**config.mk**
```make
export PLATFORM = sky130hd
export DESIGN_NAME = bcd_modulo_counter_flat
export DESIGN_NICKNAME = d
export VERILOG_FILES = /design/src/rtl/bcd_modulo_counter_if.sv /design/src/rtl/bcd_modulo_counter.sv /design/src/flat_wrapper.sv
export SDC_FILE = /design/constraint.sdc
export NUM_CORES = 1
export LEC_CHECK = 0
export ABC_AREA = 1
export CORE_ASPECT_RATIO = 2
export CORE_MARGIN = 3
export CORE_UTILIZATION = 30
export DETAILED_ROUTE_END_ITERATION = 7
export GPL_TIMING_DRIVEN = 0
export PLACE_DENSITY = 0.6
export SYNTH_ARGS = -nofsm -noshare
export SYNTH_HDL_FRONTEND = slang
export SYNTH_SLANG_ARGS = --single-unit
```
**constraint.sdc**
```tcl
create_clock -name clk -period 1.6 [get_ports clk]
set_clock_uncertainty 0.1 [all_clocks]
set_input_delay 0.32 -clock clk [delete_from_list [all_inputs] [get_ports clk]]
set_output_delay 0.32 -clock clk [all_outputs]
set_load 0.05 [all_outputs]
```
**src/rtl/bcd_modulo_counter_if.sv**
```systemverilog
// Signal bundle for bcd_modulo_counter: count controls, load port and registered count/status.
// The counter is the slave side; the master side drives it and observes the count.
interface bcd_modulo_counter_if #(
  parameter int unsigned DIGITS = 2
);
  logic                  tick;
  logic                  enable;
  logic                  up_dn;
  logic                  clear;
  logic                  load;
  logic [4*DIGITS-1:0]   load_bcd;
  logic [4*DIGITS-1:0]   bcd;
  logic                  carry;
  logic                  load_err;
  logic                  at_zero;
  logic                  at_max;

  modport master (
    output tick, enable, up_dn, clear, load, load_bcd,
    input  bcd, carry, load_err, at_zero, at_max
  );

  modport slave (
    input  tick, enable, up_dn, clear, load, load_bcd,
    output bcd, carry, load_err, at_zero, at_max
  );
endinterface

```
**src/rtl/bcd_modulo_counter.sv**
```systemverilog
// Multi-digit BCD up/down counter with a programmable modulus, wrap or saturate at the limits,
// a validated parallel load and an optional falling-edge detector on the tick source.
module bcd_modulo_counter #(
  parameter int unsigned DIGITS   = 2,
  parameter int unsigned MODULUS  = 60,
  parameter int unsigned EDGE_SRC = 1,
  parameter int unsigned WRAP     = 1
) (
  input logic                  clk,
  input logic                  reset_n,
  bcd_modulo_counter_if.slave  bus
);

  localparam int unsigned W = 4 * DIGITS;

  function automatic logic [W-1:0] to_bcd(input int unsigned v);
    logic [W-1:0] r;
    int unsigned  x;
    r = '0;
    x = v;
    for (int i = 0; i < int'(DIGITS); i++) begin
      r[4*i +: 4] = 4'(x % 10);
      x = x / 10;
    end
    return r;
  endfunction

  function automatic logic [W-1:0] bcd_inc(input logic [W-1:0] v);
    logic [W-1:0] r;
    logic         c;
    r = v;
    c = 1'b1;
    for (int i = 0; i < int'(DIGITS); i++) begin
      if (c) begin
        if (v[4*i +: 4] == 4'd9) begin
          r[4*i +: 4] = 4'd0;
        end else begin
          r[4*i +: 4] = v[4*i +: 4] + 4'd1;
          c = 1'b0;
        end
      end
    end
    return r;
  endfunction

  function automatic logic [W-1:0] bcd_dec(input logic [W-1:0] v);
    logic [W-1:0] r;
    logic         b;
    r = v;
    b = 1'b1;
    for (int i = 0; i < int'(DIGITS); i++) begin
      if (b) begin
        if (v[4*i +: 4] == 4'd0) begin
          r[4*i +: 4] = 4'd9;
        end else begin
          r[4*i +: 4] = v[4*i +: 4] - 4'd1;
          b = 1'b0;
        end
      end
    end
    return r;
  endfunction

  function automatic logic digits_ok(input logic [W-1:0] v);
    logic ok;
    ok = 1'b1;
    for (int i = 0; i < int'(DIGITS); i++) begin
      if (v[4*i +: 4] > 4'd9) ok = 1'b0;
    end
    return ok;
  endfunction

  localparam logic [W-1:0] MaxBcd = to_bcd(MODULUS - 1);

  logic [W-1:0] bcd_q, bcd_d;
  logic         carry_q, carry_d;
  logic         load_err_q, load_err_d;
  logic         tick_q;
  logic         count_ev;
  logic         load_valid;

  assign count_ev = (EDGE_SRC != 0) ? (tick_q & ~bus.tick) : bus.tick;

  // With all digits valid, BCD ordering equals numeric ordering, so a plain compare suffices.
  assign load_valid = digits_ok(bus.load_bcd) && (bus.load_bcd <= MaxBcd);

  always_comb begin
    bcd_d      = bcd_q;
    carry_d    = 1'b0;
    load_err_d = 1'b0;
    if (bus.clear) begin
      bcd_d = '0;
    end else if (bus.load) begin
      if (load_valid) begin
        bcd_d = bus.load_bcd;
      end else begin
        bcd_d      = MaxBcd;
        load_err_d = 1'b1;
      end
    end else if (count_ev && bus.enable) begin
      if (bus.up_dn) begin
        if (bcd_q == MaxBcd) begin
          if (WRAP != 0) begin
            bcd_d   = '0;
            carry_d = 1'b1;
          end
        end else begin
          bcd_d = bcd_inc(bcd_q);
        end
      end else begin
        if (bcd_q == '0) begin
          if (WRAP != 0) begin
            bcd_d   = MaxBcd;
            carry_d = 1'b1;
          end
        end else begin
          bcd_d = bcd_dec(bcd_q);
        end
      end
    end
  end

  always_ff @(posedge clk) begin
    if (!reset_n) begin
      bcd_q      <= '0;
      carry_q    <= 1'b0;
      load_err_q <= 1'b0;
      tick_q     <= 1'b0;
    end else begin
      bcd_q      <= bcd_d;
      carry_q    <= carry_d;
      load_err_q <= load_err_d;
      tick_q     <= bus.tick;
    end
  end

  assign bus.bcd      = bcd_q;
  assign bus.carry    = carry_q;
  assign bus.load_err = load_err_q;
  assign bus.at_zero  = (bcd_q == '0);
  assign bus.at_max   = (bcd_q == MaxBcd);

endmodule

```
**src/flat_wrapper.sv**
```systemverilog
// flat-port wrapper written by rule: the top's interface ports become plain ports
module bcd_modulo_counter_flat 
#(
  parameter int unsigned DIGITS   = 2,
  parameter int unsigned MODULUS  = 60,
  parameter int unsigned EDGE_SRC = 1,
  parameter int unsigned WRAP     = 1
)
  (clk, reset_n, bus_tick, bus_enable, bus_up_dn, bus_clear, bus_load, bus_load_bcd, bus_bcd, bus_carry, bus_load_err, bus_at_zero, bus_at_max);
  bcd_modulo_counter_if #(.DIGITS(DIGITS)) bus_i ();
  input logic clk;
  input logic reset_n;
  input wire logic [$bits(bus_i.tick)-1:0] bus_tick;
  input wire logic [$bits(bus_i.enable)-1:0] bus_enable;
  input wire logic [$bits(bus_i.up_dn)-1:0] bus_up_dn;
  input wire logic [$bits(bus_i.clear)-1:0] bus_clear;
  input wire logic [$bits(bus_i.load)-1:0] bus_load;
  input wire logic [$bits(bus_i.load_bcd)-1:0] bus_load_bcd;
  output wire logic [$bits(bus_i.bcd)-1:0] bus_bcd;
  output wire logic [$bits(bus_i.carry)-1:0] bus_carry;
  output wire logic [$bits(bus_i.load_err)-1:0] bus_load_err;
  output wire logic [$bits(bus_i.at_zero)-1:0] bus_at_zero;
  output wire logic [$bits(bus_i.at_max)-1:0] bus_at_max;
  assign bus_i.tick = bus_tick;
  assign bus_i.enable = bus_enable;
  assign bus_i.up_dn = bus_up_dn;
  assign bus_i.clear = bus_clear;
  assign bus_i.load = bus_load;
  assign bus_i.load_bcd = bus_load_bcd;
  assign bus_bcd = bus_i.bcd;
  assign bus_carry = bus_i.carry;
  assign bus_load_err = bus_i.load_err;
  assign bus_at_zero = bus_i.at_zero;
  assign bus_at_max = bus_i.at_max;
  bcd_modulo_counter #(.DIGITS(DIGITS), .MODULUS(MODULUS), .EDGE_SRC(EDGE_SRC), .WRAP(WRAP)) u_core (.clk(clk), .reset_n(reset_n), .bus(bus_i));
endmodule
```
==> results.md <==
STA:
- Static timing analysis puts the maximum clock frequency at 0.578 GHz.
- The final setup violation count is 2.
- The final-report max-slew violation count is 0.
- Setup repair after global routing could not meet its margin everywhere.
- The total count of hold-check failures in the final report came to 0.
- Measured against its own limit, the worst slew margin works out to 0.672.
- The minimum period implied by the final worst setup slack is 1.73 ns.
- The minimum hold slack is 0.192 ns.
- The share of the clock period used by the worst path is 1.08.
- The setup slack of the critical path after layout is -0.129 ns.
- The slew at the pin closest to its max-slew limit is 0.493 ns.

Clock tree:
- The number of buffers inserted for hold repair after clock tree synthesis is 0.
- The root buffer cell chosen for the clock tree is sky130_fd_sc_hd__clkbuf_8.
- The later-pin clock latency in the skew report is 0.24 ns.
- The clock tree from TritonCTS is built.
- Clock tree synthesis found a total of 11 sinks.
- The clock passes through at most 2 buffers.
- CTS built an H-tree with a depth of 1.
- Clock tree synthesis inserted a total of 3 buffers.
- After clock tree synthesis, the clock-pin slew on the worst setup and hold paths is 0.05 ns.

Global routing:
- The number of global-route vias before repair is 1011.
- The overflow left after global routing is 0.
- Entering global routing, the biggest net connects 11 pins.
- The first-pass GRT wire length is 4460 um.
- For this run, the total global-route usage over all layers was measured as 0.152.
- The number of antenna violations at the first check in global routing is 0.

Drt:
- The per-cell routed wire length is 12.0 um.
- The first-pass iteration count of the detailed router is 4.
- After detailed routing, the number of remaining DRC violations is 0.
- The post-detailed-route via-to-cell ratio is 4.90.
- The first routing iteration left 28 violations.
- The total detailed-routing wirelength is 2720 um.
- The final antenna-violating net count is 0.
- The count of vias placed by the detailed router is 1112.

Logic synthesis:
- The count of synthesis-stage warnings from yosys is 0.
- In the synthesized netlist, the number of instances is 149.
- By area the synthesized netlist is led by sky130_fd_sc_hd__dfxtp_1 23%, sky130_fd_sc_hd__nand2_1 12%, sky130_fd_sc_hd__nand3_1 8.5%.
- The biggest area contributor in the post-synthesis netlist is sky130_fd_sc_hd__dfxtp_1.
- The share of the synthesized area in the top cell type is 0.234.
- The most used flip-flop cell after synthesis is sky130_fd_sc_hd__dfxtp_1.
- The number of nets in the synthesized netlist is 168.
- Counting distinct cell types in the post-synthesis netlist gives 23.
- In this run, synthesis produced a sequential element count of 11.
- sky130_fd_sc_hd__nand2_1 is the most common cell in the netlist.
- By count the netlist is led by 30 x sky130_fd_sc_hd__nand2_1, 19 x sky130_fd_sc_hd__inv_1, 16 x sky130_fd_sc_hd__nand3_1.
- The share of the Yosys chip area taken by registers is 0.234.
- The number of synthesized flops with an enable pin is 0.
- The cell area after synthesis is 942 um2.
- The average cell area after synthesis is 6.32 um2.
- For this run, asynchronously set or reset flops after synthesis account for 0.

Critical path:
- Data arrives at the worst endpoint at 1.31 ns.
- The startpoint class of the critical path is a flop.
- The critical path in this run is classified as flop to primary output.
- The largest fanout on the critical path is 3.
- For the worst setup path, the data required time is 1.18 ns.
- The worst setup path is captured at a primary output.

Pwr:
- The analysis attributes to net switching a power of 0.330 mW.
- The total power consumption of the routed design is 0.936 mW.
- Of the total power, combinational logic draws 0.363.
- Summed over all cells, the static leakage comes to 0.731 nW.
- The proportion of power drawn by flip-flops and latches is 0.322.
- The worst ir drop on vdd is 349 uV.
- The internal power summed over all cells is 0.606 mW.
- Of the total power, the clock network draws 0.315.
- Dividing total power by cell area gives a power density of 600 nW/um2.
- Of the total power, the share spent switching nets is 0.353.

Finish:
- At the end of the flow the core is filled with cells to 0.524.
- The repair_antennas step left the layout with diodes totalling 0.
- The final-stage net count is 217.
- Counting the fill cells in the layout gives 280.
- The fraction of final layout cells with drive strength greater than 1 is 0.360.
- The relative area change from synthesis to final layout is 65.5%.

Die:
- The overall die height is 85.3 um.
- The starting density of the core is 0.316.
- Pin placement for this block handled 27 I/O pins.
- The row count is 28.
- In this run the standard cell core region covers 2980 um2.
- Measured along the x axis, the die boundary spans 45.6 um.
- The area of the die is 3890 um2.

Min path:
- The type of the most critical hold path is primary input to flop.

Outcome:
- The flow ran to the end, but the final reports show violations.
- The checks that failed: setup timing.

Place:
- Port buffering added 26 buffers.
- The placement-stage worst setup slack is -0.663 ns.
- After legalization and detailed placement, the total HPWL measured 2030 um.
- Routability-driven placement finished with a final weighted congestion of 0.896.

Job:
- The number of max-cap violations is 0.
power by group through the flow:
stage / Sequential, mW / Combinational (mW) / Clock, mW
finish: 0.301 / 0.340 / 0.295
global route: 0.303 / 0.371 / 0.318
CTS: 0.300 / 0.323 / 0.301
detailed placement: 0.307 / 0.297 / 0
global placement: 0.307 / 0.297 / 0
floorplan: 0.340 / 0.167 / 0
logic make-up (layout without fill, tap and decap cells):
group | count (synthesis) | after routing | synth area share
DFF | 11 | 11 | 0.234
and+or+nand+nor | 84 | 84 | 0.454
AOI/OAI and AO/OA | 23 | 23 | 0.122
xor gates and xnor gates | 2 | 2 | 0.0186
adders and majority gates | 4 | 4 | 0.0531
buffers and inverters | 25 | 73 | 0.118
metrics by stage:
step                      std cells  setup TNS, ns  area [um2]
after detailed placement        205          -3.23        1310
after global placement          205          -3.23        1310
final                           227         -0.210        1560
after global routing            227         -0.321        1560
after CTS                       218         -0.329        1440
after floorplan                 149       -0.00240        1010
worst max-delay path: stages, from the launching register on:
cell and delay [ns]:
sky130_fd_sc_hd__dfxtp_4 0.35, sky130_fd_sc_hd__clkinv_4 0.06, sky130_fd_sc_hd__ha_4 0.14, sky130_fd_sc_hd__nand2_4 0.05, sky130_fd_sc_hd__nor2_4 0.13, sky130_fd_sc_hd__nand3_4 0.09
sky130_fd_sc_hd__clkinvlp_4 0.10, sky130_fd_sc_hd__buf_8 0.14
cells in the final DEF, fill, tap and decap left out, drive strengths merged:
cell | Yosys | layout
nand2 | 35 | 35
nor2 | 23 | 23
buf | 2 | 22
inv | 23 | 21
o21ai | 18 | 18
nand3 | 17 | 17
clkdlybuf4s50 | 0 | 11
dfxtp | 11 | 11
dlygate4sd2 | 0 | 6
nand4 | 5 | 5
a21oi | 5 | 5
clkbuf | 0 | 5
clkdlybuf4s15 | 0 | 5
ha | 4 | 4
nand3b | 2 | 2
nor3 | 2 | 2
clkinv | 0 | 1
clkinvlp | 0 | 1
xnor2 | 1 | 1
xor2 | 1 | 1
dlymetal6s2s | 0 | 1
final cells by class:
| class | instances | area (um2) | share of cell area |
|---|---|---|---|
| buffer | 2 | 22.5 | 0.0144 |
| clock buffer | 4 | 45.0 | 0.0289 |
| inverter | 23 | 103 | 0.0658 |
| multi-input combinational | 113 | 711 | 0.456 |
| sequential | 11 | 238 | 0.152 |
| tap | 30 | 37.5 | 0.0241 |
| timing repair buffer | 44 | 403 | 0.258 |
registers in the layout, summed over array words and instances (netlist names):
register and flops:
u_core.bus.carry 1, u_core.bus.bcd 8, u_core.bus.load_err 1, u_core.tick_q 1
layer usage:
layer,track usage,wire [um],vias up
met4,0.0667,59,0
met1,0.168,996,499
met2,0.265,1540,28
met3,0.0276,123,6
li1,-,-,579
met5,0,0,-
final timing paths:
| path | from | endpoint | slack (ns) | cells after the start |
|---|---|---|---|---|
| worst min-delay path | bus_tick | u_core.tick_q | 0.19 | 3 |
| worst min register to register | u_core.bus.bcd[4] | u_core.bus.bcd[4] | 0.46 | 2 |
| worst max register to register | u_core.bus.bcd[1] | u_core.bus.bcd[1] | 0.06 | 12 |
| worst max-delay path | u_core.bus.bcd[1] | bus_at_max | -0.13 | 7 |
repair_timing:
item / 4_1_cts / 5_1_grt
gates resized for setup: 38 / 22
pin swaps: 3 / 7
endpoints found under the setup margin: 15 / 12
setup buffers: 9 / 9
Power figures use the tool's default switching activity.
